File: config.mk
export PLATFORM = sky130hd
export DESIGN_NAME = fetch_ctrl
export DESIGN_NICKNAME = d
export VERILOG_FILES = /design/src/rtl/fetch_ctrl_pkg.sv /design/src/rtl/fetch_ctrl.sv
export SDC_FILE = /design/constraint.sdc
export NUM_CORES = 1
export LEC_CHECK = 0
export BUFFER_PORTS_ARGS = -buffer_cell sky130_fd_sc_hd__buf_2
export CAP_MARGIN = 20
export CORE_MARGIN = 1.5
export CORE_UTILIZATION = 50
export CTS_BUF_LIST = sky130_fd_sc_hd__clkbuf_4 sky130_fd_sc_hd__clkbuf_8 sky130_fd_sc_hd__clkbuf_16
export CTS_CLUSTER_DIAMETER = 30
export DETAILED_ROUTE_END_ITERATION = 6
export PLACE_DENSITY_LB_ADDON = 0.1
export SETUP_SLACK_MARGIN = 0.3
export SYNTH_ARGS = -nofsm -noshare
export SYNTH_HDL_FRONTEND = slang
export SYNTH_SLANG_ARGS = --single-unit
File: constraint.sdc
create_clock -name clk_i -period 3.4 [get_ports clk_i]
set_input_delay 0.34 -clock clk_i [delete_from_list [all_inputs] [get_ports clk_i]]
set_output_delay 0.34 -clock clk_i [all_outputs]
set_load 0.02 [all_outputs]
File: src/rtl/fetch_ctrl_pkg.sv
// Shared types and constants for the instruction-fetch sequencer.
package fetch_ctrl_pkg;

    typedef enum logic [2:0] {
        S_IDLE,
        S_FETCH,
        S_DRAIN,
        S_HOLD,
        S_HALT
    } fetch_state_e;

    localparam int unsigned PC_STEP = 4;

endpackage

File: src/rtl/fetch_ctrl.sv
// Instruction-fetch sequencer: owns the PC, runs Wishbone classic reads, presents words to decode.
// Optional misaligned-redirect trap enabled by defining PC_CTRL_ALIGN_CHECK_EN.
module fetch_ctrl
    import fetch_ctrl_pkg::*;
#(
    parameter int unsigned           ADDR_WIDTH = 32,
    parameter int unsigned           DATA_WIDTH = 32,
    parameter logic [ADDR_WIDTH-1:0] PC_ADDR    = ADDR_WIDTH'(32'h8000_0000)
) (
    input  logic                    clk_i,
    input  logic                    rst_ni,
    input  logic                    redirect_i,
    input  logic [ADDR_WIDTH-1:0]   redirect_pc_i,
    output logic                    wb_cyc_o,
    output logic                    wb_stb_o,
    output logic [ADDR_WIDTH-1:0]   wb_adr_o,
    output logic                    wb_we_o,
    output logic [DATA_WIDTH/8-1:0] wb_sel_o,
    input  logic                    wb_ack_i,
    input  logic [DATA_WIDTH-1:0]   wb_dat_i,
    output logic                    if_valid_o,
    input  logic                    if_ready_i,
    output logic [ADDR_WIDTH-1:0]   if_pc_o,
    output logic [DATA_WIDTH-1:0]   if_inst_o,
    output logic                    misalign_o,
    output logic [ADDR_WIDTH-1:0]   misalign_pc_o
);

    fetch_state_e          state_q;
    logic [ADDR_WIDTH-1:0] pc_q;
    logic [ADDR_WIDTH-1:0] fetch_pc_q;
    logic [DATA_WIDTH-1:0] inst_q;
    logic [ADDR_WIDTH-1:0] tgt;
    logic [ADDR_WIDTH-1:0] src;
    logic                  bad;
    logic                  halt_pend;

`ifdef PC_CTRL_ALIGN_CHECK_EN
    logic                  halt_pend_q;
    logic                  misalign_q;
    logic [ADDR_WIDTH-1:0] misalign_pc_q;

    assign tgt           = redirect_pc_i;
    assign bad           = redirect_i && (redirect_pc_i[1:0] != 2'b00);
    assign halt_pend     = halt_pend_q;
    assign misalign_o    = misalign_q;
    assign misalign_pc_o = misalign_pc_q;

    always_ff @(posedge clk_i or negedge rst_ni) begin
        if (!rst_ni) begin
            halt_pend_q   <= 1'b0;
            misalign_q    <= 1'b0;
            misalign_pc_q <= '0;
        end else if (bad) begin
            halt_pend_q   <= 1'b1;
            misalign_q    <= 1'b1;
            misalign_pc_q <= redirect_pc_i;
        end else if (state_q == S_HALT && redirect_i) begin
            halt_pend_q   <= 1'b0;
            misalign_q    <= 1'b0;
        end
    end
`else
    logic unused_lsb;

    assign tgt           = {redirect_pc_i[ADDR_WIDTH-1:2], 2'b00};
    assign bad           = 1'b0;
    assign halt_pend     = 1'b0;
    assign misalign_o    = 1'b0;
    assign misalign_pc_o = '0;
    assign unused_lsb    = ^redirect_pc_i[1:0];
`endif

    assign src = redirect_i ? tgt : pc_q;

    always_ff @(posedge clk_i or negedge rst_ni) begin
        if (!rst_ni) begin
            state_q    <= S_IDLE;
            pc_q       <= PC_ADDR;
            fetch_pc_q <= PC_ADDR;
            inst_q     <= '0;
        end else begin
            case (state_q)
                S_IDLE: begin
                    if (bad) begin
                        state_q <= S_HALT;
                    end else begin
                        fetch_pc_q <= src;
                        pc_q       <= src + ADDR_WIDTH'(PC_STEP);
                        state_q    <= S_FETCH;
                    end
                end
                S_FETCH: begin
                    if (wb_ack_i) begin
                        if (redirect_i) begin
                            pc_q    <= tgt;
                            state_q <= bad ? S_HALT : S_IDLE;
                        end else begin
                            inst_q  <= wb_dat_i;
                            state_q <= S_HOLD;
                        end
                    end else if (redirect_i) begin
                        pc_q    <= tgt;
                        state_q <= S_DRAIN;
                    end
                end
                // The outstanding read is never aborted; its data is simply dropped.
                S_DRAIN: begin
                    if (redirect_i) begin
                        pc_q <= tgt;
                    end
                    if (wb_ack_i) begin
                        state_q <= (halt_pend || bad) ? S_HALT : S_IDLE;
                    end
                end
                S_HOLD: begin
                    if (redirect_i) begin
                        pc_q    <= tgt;
                        state_q <= bad ? S_HALT : S_IDLE;
                    end else if (if_ready_i) begin
                        fetch_pc_q <= src;
                        pc_q       <= src + ADDR_WIDTH'(PC_STEP);
                        state_q    <= S_FETCH;
                    end
                end
`ifdef PC_CTRL_ALIGN_CHECK_EN
                S_HALT: begin
                    if (redirect_i && !bad) begin
                        fetch_pc_q <= src;
                        pc_q       <= src + ADDR_WIDTH'(PC_STEP);
                        state_q    <= S_FETCH;
                    end
                end
`endif
                default: state_q <= S_IDLE;
            endcase
        end
    end

    assign wb_cyc_o   = (state_q == S_FETCH) || (state_q == S_DRAIN);
    assign wb_stb_o   = wb_cyc_o;
    assign wb_adr_o   = wb_cyc_o ? fetch_pc_q : '0;
    assign wb_we_o    = 1'b0;
    assign wb_sel_o   = '1;
    assign if_valid_o = (state_q == S_HOLD);
    assign if_pc_o    = if_valid_o ? fetch_pc_q : '0;
    assign if_inst_o  = if_valid_o ? inst_q : '0;

endmodule

[After elaboration in Yosys (flattened, before gate mapping)]
Cells that the tools add are included.
Word-level totals
  bits in registers: 99
  bits in latches: 0
  memory bits (writable): 0
  ROM bits: 0
  output and inout port bits: 137
  memories kept: 0
Cells by class
  add/sub/neg operators: 1
  multiply operators: 0
  divide/modulo/power cells: 0
  order comparisons: 0
  equality and inequality tests: 8
  shift-type cells: 0
  muxes and demuxes: 17
  bitwise operators: 1
  reduce and logical (&&, ||, !) cells: 9
Operators by type and width (number)
  $mux W32: 8
  $pmux W32 S3: 1
  $pmux W32 S2: 1
  $add A32 B3 Y32 const B: 1
  $mux W3: 5
  $pmux W3 S4: 1
  $reduce_and A3 Y1: 3
  $eq A3 B2 Y1 const B: 2
  $ne A2 B2 Y1 const B: 2
  $eq A3 B1 Y1 const B: 1
  $logic_not A3 Y1: 1
  $ne A3 B2 Y1 const B: 1
  $ne A3 B3 Y1 const B: 1
  $reduce_bool A3 Y1: 1
  $mux W2: 1
  $ne A2 B1 Y1 const B: 1
  $reduce_and A2 Y1: 1
  $reduce_bool A2 Y1: 1
  $reduce_or A2 Y1: 1
  $logic_or A1 B1 Y1: 1
  $not A1 Y1: 1

[Logic depth before layout (Yosys ltp)]
  depth in word-level cells: 5
  gate-level depth with buffers: 12

[Worst setup path after synthesis]
OpenSTA, ideal clock, no wires.
  kind: input to register
  start point: input redirect_i
  end point: register pc_q[26]
  setup time: 69 ps
  arrival time: 2822 ps
  path slack: 508 ps
  stages: 11
  path buffers: 5
  cells stage by stage: buf_6 > buf_6 > buf_2 > buf_2 > buf_2 > mux2_2 > ha_1 > a21boi_1 > nand4_1 > or4_1 > nand3_1
Between the ends
  longest elaborated chain between the ends: 5
  elaborated cells between the ends (all ways): 7
RTL lines
  start: declaration: line fetch_ctrl.sv:12  | input logic redirect_i,
  $mux W32 *
  named net src[2]: line fetch_ctrl.sv:34  | logic [ADDR_WIDTH-1:0] src;
  $add A32 B3 Y32 *: line fetch_ctrl.sv:89, fetch_ctrl.sv:122
  $mux W32: line fetch_ctrl.sv:120  | end else if (if_ready_i) begin
  $mux W32: line fetch_ctrl.sv:117  | if (redirect_i) begin
  $pmux W32 S3 *: line fetch_ctrl.sv:83  | case (state_q)
  end signal: assignment: line fetch_ctrl.sv:89  | pc_q <= src + ADDR_WIDTH'(PC_STEP);
  end signal: assignment: line fetch_ctrl.sv:118  | pc_q <= tgt;
  end signal: assignment: line fetch_ctrl.sv:122  | pc_q <= src + ADDR_WIDTH'(PC_STEP);
  end: declaration: line fetch_ctrl.sv:30  | logic [ADDR_WIDTH-1:0] pc_q;
The timed path passes the listed nets; every way through them passes the cells marked *. The select of a mux whose other input is x is not followed.
A chain may end at the register's enable or synchronous reset.

[Worst setup path after layout]
  start point: register state_q[1]
  end point: output wb_adr_o[10]
Between the ends
  longest elaborated chain between the ends: 3
  elaborated cells between the ends (all ways): 4
RTL lines
  start: declaration: line fetch_ctrl.sv:29  | fetch_state_e state_q;
  start signal: assignment: line fetch_ctrl.sv:97  | state_q <= bad ? S_HALT : S_IDLE;
  start signal: assignment: line fetch_ctrl.sv:113  | state_q <= (halt_pend || bad) ? S_HALT : S_IDLE;
  start signal: assignment: line fetch_ctrl.sv:119  | state_q <= bad ? S_HALT : S_IDLE;
  $eq A3 B1 Y1 or $eq A3 B2 Y1 (tied branches): line fetch_ctrl.sv:140  | assign wb_cyc_o = (state_q == S_FETCH) || (state_q == S_DRAIN);
  $logic_or A1 B1 Y1 *: line fetch_ctrl.sv:140
  $mux W32 *: line fetch_ctrl.sv:142  | assign wb_adr_o = wb_cyc_o ? fetch_pc_q : '0;
  end: declaration: line fetch_ctrl.sv:16  | output logic [ADDR_WIDTH-1:0] wb_adr_o,
Mark *: on every way between the ends. The rest lies on a longest branch, timed or not.

==> results by group <==
Run status
  – Outcome: finished, final reports clean

Setup path
  – Worst setup SP type: flop
  – Cell Chain, Critical Path: inv_1 > ha_1 > buf_4 > and2_1 > buf_2
  – Endpoint class of the critical path: primary output
  – Slowest CP cell: ha_1
  – FF-to-FF path depth: 8
  – Crit Path Category: flop to primary output
  – Worst path bufs/invs: 3
  – CP Depth: 5
  – Worst-path maximum fanout: 29
  – Crit path largest cell delay: 0.90 ns
  – Crit path max-delay family: adder cells
  – Worst EP required: 3.06 ns
  – Critical Path AT: 2.53 ns

Synthesis
  – Yosys reg bits: 98
  – Share of the synthesized area in the top cell type: 37.2%
  – Syn avg cell area: 9.15 sq um
  – Synth area leader: dfrtp_1
  – Post-synth EDFFs: 0
  – Share of the yosys chip area belonging to registers: 38.0%
  – Synth top area cells: dfrtp_1, and2_1, mux2_2
  – Mapped Cells: 705
  – Async SR Flop Fraction: 100%
  – Ys Warns: 0
  – Mapped Area: 6450 sq um
  – Ys flop type: dfrtp_1
  – Count of cell types in the netlist: 64

Placement
  – DP Worst Slack: 0.719 ns
  – HPWL after DPL: 12.6 mm
  – Placed cells: 1017
  – GPL Wtd Cong: 0.945
  – Area after DPL: 7360 sq um
  – Buffers added on ports: 165

Global route
  – Pin count of the biggest net entering global routing: 75
  – GR peak layer: met2
  – Grt met2 use: 45.2%
  – GR met3 Demand/Resource: 6.18%
  – GRT overflow: 0
  – Met1 global-route usage: 34.7%
  – First-pass GRT wire length: 28.0 mm
  – Total track usage: 26.8%
  – Number of antenna violations at the first check in global routing: 0
  – Vias in the first global route: 5442

Cells and area
  – Syn-to-layout area delta: 19.0%
  – Layout cell share with drive strength beyond 1: 31.2%
  – Filler Cell Count: 1106
  – Final core occ: 60.8%
  – Final Cell Area: 7680 sq um
  – Post-route insts no fill: 1034
  – # nets final: 931
  – Antenna diode count: 0

Clock network
  – CTS Buffer Depth: 2
  – Number of setup buffers added after CTS: 0
  – Sink count of the clock tree: 98
  – CTS Buf Count: 9
  – CTS root buf: clkbuf_16
  – CTS tree: done
  – CTS H-tree lvls: 3
  – Worst skew pair latency: 0.36 ns
  – Reg clk slew, reported paths: 0.07 ns

Run
  – MaxCap Viol Count: 0

Routing
  – Vias post-DR: 5821
  – Final wirelength: 17.9 mm
  – Post-route DRC: 0
  – Iteration-0 DRC count of the detailed router: 452
  – Routed Antenna Nets: 0
  – WL/cell: 17.3 microns
  – Drt pass-1 iters: 5
  – Vias/cell: 5.63

Timing
  – Final Hold Fails: 0
  – Highest clock rate: 349 MHz
  – Final Cycle Share: 84.3%
  – Clock Skew: 0.00526 ns
  – Least-Margin Pin Slew: 0.915 ns
  – Slew Limit Headroom: 39.0%
  – Fin Setup TNS: 0 ns
  – Final worst slack: 0.533 ns
  – Slew Limit Fails: 0
  – # setup viols final: 0
  – Post-route minimum period: 2.87 ns
  – Unrepaired setup endpoints after global routing: false
  – Worst hold slack: 0.208 ns

Hold path
  – Hold Path Depth: 2
  – Worst Hold Class: primary input to flop

Die
  – Die width: 117 microns
  – Die height: 117 microns
  – Die area: 13600 sq um
  – Core area: 12600 sq um
  – Starting Density: 51.1%
  – Row Count: 41
  – IO Pins: 206

Pwr
  – VDD IR-drop max: 567 uV
  – PD cells: 953 nW/um^2
  – Pwr Total: 7.32 mW
  – Leakage: 3.67 nW
[final cells by class]
type | count | area [sq um] | share of cell area, %
Multi-Input combinational cell | 552 | 3640 | 47.4
Sequential cell | 98 | 2450 | 32.0
Clock inverter | 6 | 72.6 | 0.945
Inverter | 5 | 18.8 | 0.244
Tap cell | 172 | 215 | 2.80
Clock buffer | 10 | 239 | 3.11
Timing Repair Buffer | 191 | 1040 | 13.6
[cells in the mapped netlist (9+ instances only)]
| cell | n |
|---|---|
| clkbuf_1 | 31 |
| o21ai_0 | 27 |
| dfrtp_1 | 96 |
| nor2_1 | 33 |
| a31oi_1 | 9 |
| xnor2_1 | 12 |
| nand4_1 | 14 |
| a21oi_1 | 37 |
| mux2i_1 | 17 |
| o22ai_1 | 10 |
| and2_1 | 100 |
| nand2_1 | 48 |
| mux2_2 | 48 |
| nand3b_1 | 11 |
| nand3_1 | 28 |
| buf_4 | 39 |
| a22oi_1 | 23 |
[sequential cells by signal, indices dropped and copies added (netlist names)]
signal,count
fetch_pc_q,32
inst_q,32
pc_q,32
state_q,2
[final timing paths]
| check | slack (ns) | endpoint | start |
|---|---|---|---|
| max | 0.53 | wb_adr_o[10] | state_q[1] |
| min | 0.21 | inst_q[24] | wb_dat_i[24] |
| min reg2reg | 0.50 | inst_q[8] | inst_q[8] |
| max reg2reg | 0.78 | pc_q[22] | state_q[1] |
| min in group asynchronous | 0.49 | fetch_pc_q[20] | rst_ni |
| max in group asynchronous | 2.04 | fetch_pc_q[31] | rst_ni |
[where the power goes]
| group | switching (mW) | leakage (nW) | internal (mW) |
|---|---|---|---|
| clock | 0.477 | 0.155 | 0.600 |
| combinational | 2.50 | 2.33 | 1.59 |
| sequential | 0.412 | 1.18 | 1.74 |
| total | 3.39 | 3.67 | 3.93 |
[timing repair]
| action | 4_1_cts | 5_1_grt |
|---|---|---|
| gates resized for setup | 0 | 0 |
| endpoints found under the hold margin | 35 | 0 |
| hold buffers | 1 | 0 |
| endpoints found under the setup margin | 0 | 0 |
[routing by layer]
metal | share of wire, % | wire length (microns)
met2 | 48 | 8560
met4 | 1.4 | 243
met5 | 0 | 0
met3 | 6.9 | 1240
met1 | 44 | 7830
[kinds of logic (layout without fill, tap and decap cells)]
logic type	count (synthesis)	in the layout	share of synthesized area [%]
AND/OR/NAND/NOR	276	276	24.2
AO/OA/AOI/OAI	153	153	15.7
flip-flops	98	98	38.0
buffers and inverters	91	212	7.91
multiplexers	65	65	11.0
XOR/XNOR	15	15	2.04
adder cells (fa/ha/maj)	5	5	0.970
other	2	38	0.116
[layout by cell type, fill, tap and decap left out, drive strengths merged, types with 3 or more instances in the layout]
| cell | instances |
|---|---|
| buf | 190 |
| and2 | 100 |
| dfrtp | 96 |
| mux2 | 48 |
| nand2 | 48 |
| conb | 38 |
| a21oi | 37 |
| nor2 | 33 |
| nand3 | 28 |
| o21ai | 27 |
| a22oi | 23 |
| mux2i | 17 |
| nand4 | 16 |
| xnor2 | 12 |
| nand3b | 12 |
| o22ai | 10 |
| clkbuf | 10 |
| a31oi | 9 |
| nor2b | 7 |
| nand4b | 6 |
| inv | 6 |
| a211oi | 5 |
| a32o | 5 |
| a21boi | 5 |
| ha | 5 |
| a32oi | 4 |
| or2 | 4 |
| o31ai | 4 |
| and3 | 4 |
| clkinv | 4 |
| nand2b | 3 |
| nor3 | 3 |
| nor4 | 3 |
| xor2 | 3 |
| a311oi | 3 |
Power figures use the tool's default switching activity.
